## src/rtl/rr_select_arbiter.sv

```systemverilog
// rr_select_arbiter
//   Round-robin arbiter with a registered valid/ready output slot. The held
//   index drives the select input of the downstream selection mux, and the
//   held payload travels with it.
//
// Optional feature macro: RR_ARB_PRIO_EN
//   When defined, a prio mask restricts the search to req & prio whenever
//   that set is non-empty.
//
// Parameters
//   BITS   width of the index field (2**BITS >= SIZE)
//   SIZE   number of requesters
//   WIDTH  payload width per requester
//
// Ports
//   clk         rising-edge clock
//   rst         asynchronous, active-low reset
//   req         per-requester request
//   in_data     flattened payloads, requester i at [WIDTH*(i+1)-1 -: WIDTH]
//   prio        priority mask (RR_ARB_PRIO_EN only)
//   grant       one-hot combinational grant for the accepted requester
//   out_valid   output slot holds a selection
//   out_ready   consumer accepts the slot this cycle
//   out_select  registered index of the held winner
//   out_data    registered payload of the held winner
module rr_select_arbiter #(
    parameter int BITS  = 2,
    parameter int SIZE  = 4,
    parameter int WIDTH = 1
) (
    input  logic                  clk,
    input  logic                  rst,
    input  logic [SIZE-1:0]       req,
    input  logic [SIZE*WIDTH-1:0] in_data,
`ifdef RR_ARB_PRIO_EN
    input  logic [SIZE-1:0]       prio,
`endif
    output logic [SIZE-1:0]       grant,
    output logic                  out_valid,
    input  logic                  out_ready,
    output logic [BITS-1:0]       out_select,
    output logic [WIDTH-1:0]      out_data
);

    logic [BITS-1:0]  ptr_q, ptr_d;
    logic             out_valid_q, out_valid_d;
    logic [BITS-1:0]  out_select_q, out_select_d;
    logic [WIDTH-1:0] out_data_q, out_data_d;

    logic [SIZE-1:0]  search;
    logic             found;
    logic [BITS-1:0]  win;
    logic             ld;
    int               idx;

    // Slot can take a new entry when empty or being drained this cycle.
    assign ld = !out_valid_q || out_ready;

    // Priority restriction only applies when some prioritised requester is
    // actually asking; otherwise plain round-robin over all of req.
`ifdef RR_ARB_PRIO_EN
    assign search = ((req & prio) != '0) ? (req & prio) : req;
`else
    assign search = req;
`endif

    // Circular search from ptr. ptr never exceeds SIZE-1, so one
    // conditional subtraction implements the wrap.
    always_comb begin
        // NOTE: every combinational output gets a default first so no path
        // leaves it unassigned, which would otherwise infer a latch.
        found = 1'b0;
        win   = '0;
        idx   = 0;
        for (int k = 0; k < SIZE; k++) begin
            idx = int'(ptr_q) + k;
            if (idx >= SIZE) idx = idx - SIZE;
            if (!found && search[idx]) begin
                found = 1'b1;
                win   = BITS'(idx);
            end
        end
    end

    // Grant is forced low during reset because an empty slot would
    // otherwise make ld true and grant a live request.
    always_comb begin
        grant = '0;
        if (rst && ld && found) grant[win] = 1'b1;
    end

    always_comb begin
        ptr_d        = ptr_q;
        out_valid_d  = out_valid_q;
        out_select_d = out_select_q;
        out_data_d   = out_data_q;
        if (ld) begin
            if (found) begin
                out_valid_d  = 1'b1;
                out_select_d = win;
                out_data_d   = in_data[WIDTH*int'(win) +: WIDTH];
                ptr_d        = (win == BITS'(SIZE-1)) ? '0 : win + 1'b1;
            end else begin
                out_valid_d  = 1'b0;
            end
        end
    end

    always_ff @(posedge clk or negedge rst) begin
        if (!rst) begin
            ptr_q        <= '0;
            out_valid_q  <= 1'b0;
            out_select_q <= '0;
            out_data_q   <= '0;
        end else begin
            // NOTE: non-blocking assignments so every flop samples the
            // pre-edge value of the others, independent of statement order.
            ptr_q        <= ptr_d;
            out_valid_q  <= out_valid_d;
            out_select_q <= out_select_d;
            out_data_q   <= out_data_d;
        end
    end

    assign out_valid  = out_valid_q;
    assign out_select = out_select_q;
    assign out_data   = out_data_q;

endmodule
```

## config.mk

```make
export PLATFORM = sky130hd
export DESIGN_NAME = rr_select_arbiter
export DESIGN_NICKNAME = d
export VERILOG_FILES = /design/src/rtl/rr_select_arbiter.sv
export SDC_FILE = /design/constraint.sdc
export NUM_CORES = 1
export LEC_CHECK = 0
export BUFFER_PORTS_ARGS = -buffer_cell sky130_fd_sc_hd__buf_2
export CAP_MARGIN = 10
export CORE_AREA = 2 2 39 41
export DETAILED_ROUTE_END_ITERATION = 10
export DIE_AREA = 0 0 41 43
export PLACE_DENSITY = 0.72
export SLEW_MARGIN = 10
export SYNTH_ARGS = -nofsm -noshare
export SYNTH_HDL_FRONTEND = slang
export SYNTH_SLANG_ARGS = --single-unit
```

## constraint.sdc

```tcl
create_clock -name clk -period 2 [get_ports clk]
set_input_delay 0.1 -clock clk [delete_from_list [all_inputs] [get_ports clk]]
set_output_delay 0.1 -clock clk [all_outputs]
set_load 0.01 [all_outputs]
```

==> out/results.tsv, run 1 <==
metric	value	unit
finalHoldViolCount	0	
ys.flop_type	dfrtp_1	
timing.rr.start	ptr_q[1]$_DFFE_PN0P_	
overflow	0	
yosysMostFrequentCell	nand2_1	
cts_tree	built	
finClkSkew	0.00136	ns
grt.total_usage	15.1	%
num_vias	467	
ctsLongestPathBuffers	2	
critPathKind	reg -> out	
powerDensity	1010	nW/um^2
cp-start-kind	register	
dieHeight	43	microns
wl_per_cell	12.7	microns
core	1380	sq um
post-route-min-period	1.91	ns
slowest_stage	dfrtp_1	
worstHoldStart	req[0]	
reg2reg_depth	6	
finalMaxSlewViolations	0	
grt_antenna_before_repair	0	
relSlewSlack	59.9	%
grt_pass1_wl	1770	microns
cts-buffers-inserted	3	
die_area	1760	sq um
crit_start	ptr_q[1]$_DFFE_PN0P_	
antenna_left	0	
nFillCells	139	
nNetsFinal	90	
synth_cells	49	
place_congestion	0.742	
fin_crit_sh	95.6	%
syn_area_per_cell	9.55	sq um
multiInputGateArea	320	sq um
yosysTopAreaCell	dfrtp_1	
cp.required	1.90	ns
async_flop_share	100	%
n_antenna_cell	0	
drt_iter0_markers	8	
cts_root_buffer	clkbuf_4	
tightest_slew	0.600	ns
status	complete, no violations	
finalSetupTns	0	ns
endpoint_kind	output port	
die_x	41	microns
yosys-top-cells-count	nand2_1, dfrtp_1, and3_1, ha_1, nor2_1	
holdWs	0.186	ns
max_stage_delay	0.45	ns
leakage	0.335	nW
final_core_util	46.1	%
yosysSeqAreaShare	32.1	%
min_path_type	in -> reg	
regArea	150	sq um
synth_edf_count	0	
rsz0062_at_grt	false	
path_buf_inv	2	
drt-total-wl	1130	microns
portBuffers	18	
yosysTopAreaCellShare	32.1	%
yosys_warnings	0	
cp_max_fo	6	
post-place-cells	83	
synth.distinct_cells	26	
synth_area_leaders	dfrtp_1, ha_1, o41ai_4	
rows	14	
syn-cell-area	468	sq um
cp_top_family	flip-flops	
ys_seq_elements	6	
syn-num-nets	64	
drv_cap	0	
drive_gt1_share	42.5	%
grt_max_degree	11	
io_pins	19	
vdd_drop_max	0.341	mV
clk_latency	0.25	ns
critPathArrivalTime	1.81	ns
setup_viol	0	
vias_per_cell	5.25	
syn_to_final_growth	36.4	%
dr.pass1.iters	4	
path_cells	mux2i_1 > a2bb2oi_2 > and2_4 > inv_4 > ha_1 > and3_1 > buf_2	
clock_sinks	6	
path_clk_slew	0.05	ns
crit_cells	7	
cts.htree.levels	1	
grt_pass1_vias	441	
endpoint	grant[0]	
fin_cells	89	
place_hpwl	834	microns
regToRegSetupSlack	0.45	ns
fmax	523	MHz
start_util	33.8	%
drc	0	
reg2reg_to	out_data$_DFFE_PN0P_	
[cells in the final DEF (no fill, tap or decap), types with 2 or more instances in the layout]
master | Yosys | final
mux2i_1 | 2 | 2
clkbuf_4 | 0 | 3
dfrtp_1 | 6 | 6
ha_1 | 4 | 4
nor2_1 | 4 | 3
buf_4 | 0 | 2
nand2_1 | 7 | 7
buf_2 | 0 | 18
and3_1 | 4 | 4
nand2b_1 | 3 | 3
[stage by stage]
step	power (mW)	area, sq um	setup WS [ns]
2_1_floorplan	0.401	468	0.570
3_3_place_gp	0.482	578	0.381
3_5_place_dp	0.489	578	0.325
4_1_cts	0.615	611	0.0455
5_1_grt	0.695	638	0.00662
6_report	0.643	638	0.0871
[flip-flops by register name, summed over array words and instances, names as in the netlist]
name	flops
out_valid	1
out_data	1
out_select	2
ptr_q	2
[how the worst min path moves through the flow]
stage / end / cells after the start
detailed placement: out_valid$_DFFE_PN0N_ / 1
CTS: out_valid$_DFFE_PN0N_ / 3
finish: out_valid$_DFFE_PN0N_ / 3
global route: out_valid$_DFFE_PN0N_ / 3
global placement: ptr_q[0]$_DFFE_PN0P_ / 1
floorplan: out_data$_DFFE_PN0P_ / 0
[tightest hold or removal path: cells and delay by family]
| family | cells | cell delay (ns) |
|---|---|---|
| and+or+nand+nor | 2 | 0.17 |
| buffers and inverters | 1 | 0.13 |
[report_power, final]
group	total, mW	switching, mW	internal (mW)
registers	0.206	0.0431	0.163
clock network	0.119	0.0506	0.0684
logic	0.318	0.156	0.162
total	0.643	0.250	0.393
[cells by family (layout without fill, tap and decap cells)]
logic type / after synthesis / after routing / synth area share (%)
AOI/OAI and AO/OA: 13 / 13 / 26.5
muxes: 2 / 2 / 4.28
DFF: 6 / 6 / 32.1
buffers and inverters: 2 / 26 / 2.14
and+or+nand+nor: 22 / 22 / 24.3
adders and majority gates: 4 / 4 / 10.7
[per-layer routing]
| metal | up-vias | part of all wire [%] | global-route usage, % |
|---|---|---|---|
| met2 | 21 | 50 | 23.1 |
| li1 | 230 | - | - |
| met4 | 0 | 1.5 | 10.0 |
| met3 | 2 | 6.3 | 3.14 |
| met5 | - | 0 | 0 |
| met1 | 214 | 42 | 17.8 |
[final cells by class]
| class | instances | area share [%] |
|---|---|---|
| multi-input cells | 41 | 50.2 |
| flip-flops and latches | 6 | 23.5 |
| repair buffers | 21 | 18.0 |
| clock buffers | 3 | 3.53 |
| well taps | 16 | 3.14 |
| inverters | 2 | 1.57 |
[repair_timing]
item                                    CTS  global route
buffers inserted                          0             2
hold endpoints to repair                  6             0
hold buffers                              1             0
resized for setup                         0             3
endpoints found under the setup margin    0             2
(Power assumes the default switching activity.)
==> run 2: changes to the inputs <==
--- a/config.mk
+++ b/config.mk
@@ -10,7 +10,7 @@
 export CORE_AREA = 2 2 39 41
 export DETAILED_ROUTE_END_ITERATION = 10
 export DIE_AREA = 0 0 41 43
-export PLACE_DENSITY = 0.72
+export PLACE_DENSITY = 0.61
 export SLEW_MARGIN = 10
 export SYNTH_ARGS = -nofsm -noshare
 export SYNTH_HDL_FRONTEND = slang
==> out/results.tsv, run 2 (synthesis gave the netlist of run 1 again) <==
metric	value	unit	change
status	complete, no violations		unchanged
relSlewSlack	62.7	%	was 59.9%
cts_root_buffer	clkbuf_4		unchanged
syn_to_final_growth	33.7	%	was 36.4%
critPathKind	reg -> out		unchanged
num_vias	429		was 467
drt_iter0_markers	4		was 8
antenna_left	0		unchanged
vdd_drop_max	0.526	mV	was 0.341 mV
setup_viol	0		unchanged
finalMaxSlewViolations	0		unchanged
wl_per_cell	11.3	microns	was 12.7 microns
cp.required	1.90	ns	about the same
core	1380	sq um	unchanged
finClkSkew	0.00399	ns	was 0.00136 ns
clock_sinks	6		unchanged
cts_tree	built		unchanged
grt.total_usage	13.1	%	was 15.1%
most-common-layout-cells	buf_2, nand2_1, dfrtp_1		unchanged
min_path_type	in -> reg		unchanged
ctsLongestPathBuffers	2		unchanged
grt_antenna_before_repair	0		unchanged
place_congestion	0.680		was 0.742
drv_cap	0		unchanged
layout.cells.most_common	buf_2		unchanged
drt-total-wl	997	microns	was 1130 microns
tightest_slew	0.558	ns	was 0.600 ns
finalHoldViolCount	0		unchanged
cp-start-kind	register		unchanged
post-route-min-period	1.90	ns	was 1.91 ns
fin_crit_sh	95.0	%	was 95.6%
leakage	0.329	nW	was 0.335 nW
critPathArrivalTime	1.80	ns	was 1.81 ns
drive_gt1_share	40.3	%	was 42.5%
cts-buffers-inserted	3		unchanged
rsz0062_at_grt	false		unchanged
fmax	527	MHz	was 523 MHz
fin_cells	88		was 89
drc	0		unchanged
vias_per_cell	4.88		was 5.25
start_util	33.8	%	unchanged
portBuffers	18		unchanged
overflow	0		unchanged
die_x	41	microns	unchanged
post-place-cells	83		unchanged
path_clk_slew	0.05	ns	about the same
dr.pass1.iters	2		was 4
n_antenna_cell	0		unchanged
grt_max_degree	11		unchanged
cts.htree.levels	1		unchanged
powerDensity	983	nW/um^2	was 1010 nW/um^2
nNetsFinal	89		was 90
io_pins	19		unchanged
endpoint_kind	output port		unchanged
rows	14		unchanged
grt_pass1_vias	373		was 441
clk_latency	0.24	ns	was 0.25 ns
die_area	1760	sq um	unchanged
finalSetupTns	0	ns	unchanged
cp_max_fo	6		unchanged
dieHeight	43	microns	unchanged
grt_pass1_wl	1560	microns	was 1770 microns
run 2: layout make-up:
cell class                 count  area, sq um
tap                           16         20.0
sequential                     6          150
fill                         141          758
inverter                       2         10.0
timing repair buffer          20          108
clock buffer                   3         22.5
multi-input combinational     41          315
run 2: per-layer routing:
metal	vias to the layer above	part of all wire, %	global-route usage (%)
met5	-	0	0
met4	0	1.0	8.00
met3	2	5.7	3.14
met2	15	45	16.6
met1	185	48	19.3
li1	227	-	-
run 2: power by group:
group          internal, mW  switching, mW
clock                0.0680         0.0457
combinational         0.149          0.148
sequential            0.163         0.0416
total                 0.380          0.235
run 2: critical path, stage by stage (launching register included):
cell and delay [ns]:
dfrtp_1 0.44, mux2i_1 0.16, a2bb2oi_2 0.24, and2_4 0.21, inv_4 0.04, ha_1 0.17, and3_1 0.16, buf_2 0.13
run 2: path summary, 6_finish.rpt:
path | endpoint | slack [ns] | depth (start not counted) | from
hold / removal | out_valid$_DFFE_PN0N_ | 0.18 | 3 | req[0]
setup / recovery | grant[0] | 0.10 | 7 | ptr_q[1]$_DFFE_PN0P_
min in group asynchronous | out_valid$_DFFE_PN0N_ | 0.23 | 2 | rst
setup reg to reg | out_data$_DFFE_PN0P_ | 0.47 | 6 | ptr_q[1]$_DFFE_PN0P_
hold reg to reg | out_select[1]$_DFFE_PN0P_ | 0.49 | 2 | out_select[1]$_DFFE_PN0P_
max in group asynchronous | ptr_q[0]$_DFFE_PN0P_ | 1.60 | 2 | rst
run 2: stage by stage:
stage               power [mW]  worst slack [ns]  area, sq um  utilization (%)  hold WS (ns)
global placement         0.485             0.359          578             41.8       -0.0459
finish                   0.615             0.101          626             45.2         0.177
floorplan                0.401             0.570          468                -        -0.196
detailed placement       0.485             0.312          578             41.8       -0.0480
global route             0.668            0.0114          626             45.2         0.197
CTS                      0.607            0.0210          611             44.1         0.158
run 2: timing repair:
action | 4_1_cts | 5_1_grt
endpoints found under the hold margin | 6 | 0
setup buffers | 0 | 1
resized for setup | 0 | 2
setup endpoints to repair | 0 | 3
hold buffers | 1 | 0
==> run 3: changes to the inputs <==
==> constraint.sdc (replaced) <==
create_clock -name clk -period 2 [get_ports clk]
set_input_delay 0.3 -clock clk [delete_from_list [all_inputs] [get_ports clk]]
set_output_delay 0.3 -clock clk [all_outputs]
set_load 0.01 [all_outputs]
==> out/results.tsv, run 3 (synthesis gave the netlist of run 1 again) <==
metric	value	unit	change
status	finished with violations		was complete, no violations
failed_checks	negative setup slack		
rows	14		unchanged
portBuffers	18		unchanged
dieHeight	43	microns	unchanged
switchingPower	294	uW	was 235 uW
drt_iter0_markers	7		was 4
n_antenna_cell	0		unchanged
core	1380	sq um	unchanged
vias_per_cell	5.44		was 4.88
p_int	474	uW	was 380 uW
p_seq_share	27.6	%	was 33.2%
drc	0		unchanged
hold_depth	2		was 3
overflow	0		unchanged
cts.htree.levels	1		unchanged
powerDensity	1030	nW/um^2	was 983 nW/um^2
drt-total-wl	1250	microns	was 997 microns
rsz0062_at_grt	true		was false
clk_latency	0.25	ns	was 0.24 ns
slowest_stage	dfrtp_2		was dfrtp_1
drv_cap	0		unchanged
fmax	493	MHz	was 527 MHz
crit_cells	7		unchanged
syn_to_final_growth	59.6	%	was 33.7%
cts_tree	built		unchanged
die_x	41	microns	unchanged
cts_root_buffer	clkbuf_4		unchanged
grt_antenna_before_repair	0		unchanged
path_clk_slew	0.05	ns	about the same
finalHoldViolCount	0		unchanged
ctsLongestPathBuffers	2		unchanged
grt_pass1_wl	1720	microns	was 1560 microns
place_hpwl	825	microns	
multiInputGateArea	374	sq um	was 315 sq um
fin_crit_sh	101	%	was 95.0%
path_cells	mux2i_2 > a2bb2oi_2 > and2_4 > inv_4 > ha_4 > and3_4 > buf_6		was mux2i_1 > a2bb2oi_2 > and2_4 > inv_4 > ha_1 > and3_1 > buf_2
num_vias	511		was 429
endpoint_kind	output port		unchanged
antenna_left	0		unchanged
cp_top_family	flip-flops		unchanged
grt.total_usage	15.0	%	was 13.1%
cp.required	1.70	ns	was 1.90 ns
finClkSkew	0.00834	ns	was 0.00399 ns
die_area	1760	sq um	unchanged
nNetsFinal	95		was 89
dr.pass1.iters	4		was 2
drive_gt1_share	57.7	%	was 40.3%
reg2reg_depth	7		was 6
final_core_util	54.0	%	was 45.2%
post-route-min-period	2.03	ns	was 1.90 ns
setup_viol	2		was 0
cts-buffers-inserted	3		unchanged
p_sw_share	38.3	%	was 38.2%
max_stage_delay	0.46	ns	was 0.44 ns
relSlewSlack	58.6	%	was 62.7%
start_util	33.8	%	unchanged
vdd_drop_max	0.395	mV	was 0.526 mV
setup_ws	-0.0277	ns	was 0.101 ns
wl_per_cell	13.3	microns	was 11.3 microns
grt_pass1_vias	425		was 373
power.share.combinational	56.9	%	was 48.3%
cp-start-kind	register		unchanged
tightest_slew	0.620	ns	was 0.558 ns
path_buf_inv	2		unchanged
critPathKind	reg -> out		unchanged
grt_max_degree	11		unchanged
cp_max_fo	6		unchanged
io_pins	19		unchanged
regArea	151	sq um	was 150 sq um
min_path_type	in -> reg		unchanged
nFillCells	140		was 141
finalSetupTns	-0.0334	ns	was 0 ns
pwr-share-clk	15.5	%	was 18.5%
clock_sinks	6		unchanged
layout.cells.most_common	buf_2		unchanged
finalMaxSlewViolations	0		unchanged
most-common-layout-cells	buf_2, nand2_1, buf_4		was buf_2, nand2_1, dfrtp_1
critPathArrivalTime	1.73	ns	was 1.80 ns
leakage	0.359	nW	was 0.329 nW
place_congestion	0.754		was 0.680
[run 3: cell count changes in the layout (fill, tap and decap cells not counted), moves of 2 or more]
cell    before  now
and3_1       4    2
and3_4       0    2
buf_2       18   16
buf_4        1    6
buf_6        0    3
ha_1         4    1
ha_4         0    2
[run 3: worst register-to-register path: cells and delay by family (launching register included)]
family / cells / cell delay [ns]
buffers and inverters: 2 / 0.26
DFF: 1 / 0.44
AOI/OAI and AO/OA: 3 / 0.40
and+or+nand+nor: 1 / 0.21
muxes: 1 / 0.24
[run 3: worst paths after layout]
path                                      startpoint                        end  slack [ns]
min in group asynchronous                        rst      out_valid$_DFFE_PN0N_        0.44
hold reg to reg            out_select[1]$_DFFE_PN0P_  out_select[1]$_DFFE_PN0P_        0.49
setup reg to reg                ptr_q[1]$_DFFE_PN0P_       out_data$_DFFE_PN0P_        0.30
max in group asynchronous                        rst       ptr_q[1]$_DFFE_PN0P_        1.37
setup / recovery                ptr_q[1]$_DFFE_PN0P_                   grant[0]       -0.03
hold / removal                                req[1]       ptr_q[0]$_DFFE_PN0P_        0.38
[run 3: stage by stage]
stage	setup slack, ns	instances	total power, mW	hold WS (ns)	instance area (sq um)
2_1_floorplan	0.370	49	0.401	0.00441	468
3_3_place_gp	0.0866	83	0.482	0.154	578
3_5_place_dp	0.0645	83	0.489	0.155	578
4_1_cts	-0.0211	90	0.685	0.373	672
5_1_grt	-0.0989	94	0.822	0.399	747
6_report	-0.0277	94	0.768	0.381	747
[run 3: final cells by class]
class	count	share of cell area, %
multi-input cells	41	50.1
repair buffers	26	22.6
flip-flops and latches	6	20.3
clock buffers	3	3.02
well taps	16	2.68
inverters	2	1.34
[run 3: per-layer routing]
metal	up-vias	global-route usage, %	share of wire [%]	routed length (microns)
met2	17	23.4	49	619
met5	-	0	0	0
met4	0	12.0	2.4	30
met1	248	17.3	43	534
li1	242	-	-	-
met3	4	1.57	5.4	67
[run 3: power by group through the flow]
stage | Sequential, mW | Clock, mW | Combinational [mW]
floorplan | 0.208 | 0 | 0.193
global placement | 0.204 | 0 | 0.278
CTS | 0.208 | 0.124 | 0.354
global route | 0.218 | 0.127 | 0.478
detailed placement | 0.204 | 0 | 0.285
finish | 0.212 | 0.119 | 0.437
[run 3: repair_timing]
item	CTS	global route
hold buffers	1	0
hold endpoints to repair	6	0
pin swaps	4	6
setup buffers	3	4
resized for setup	10	8
setup endpoints to repair	4	4
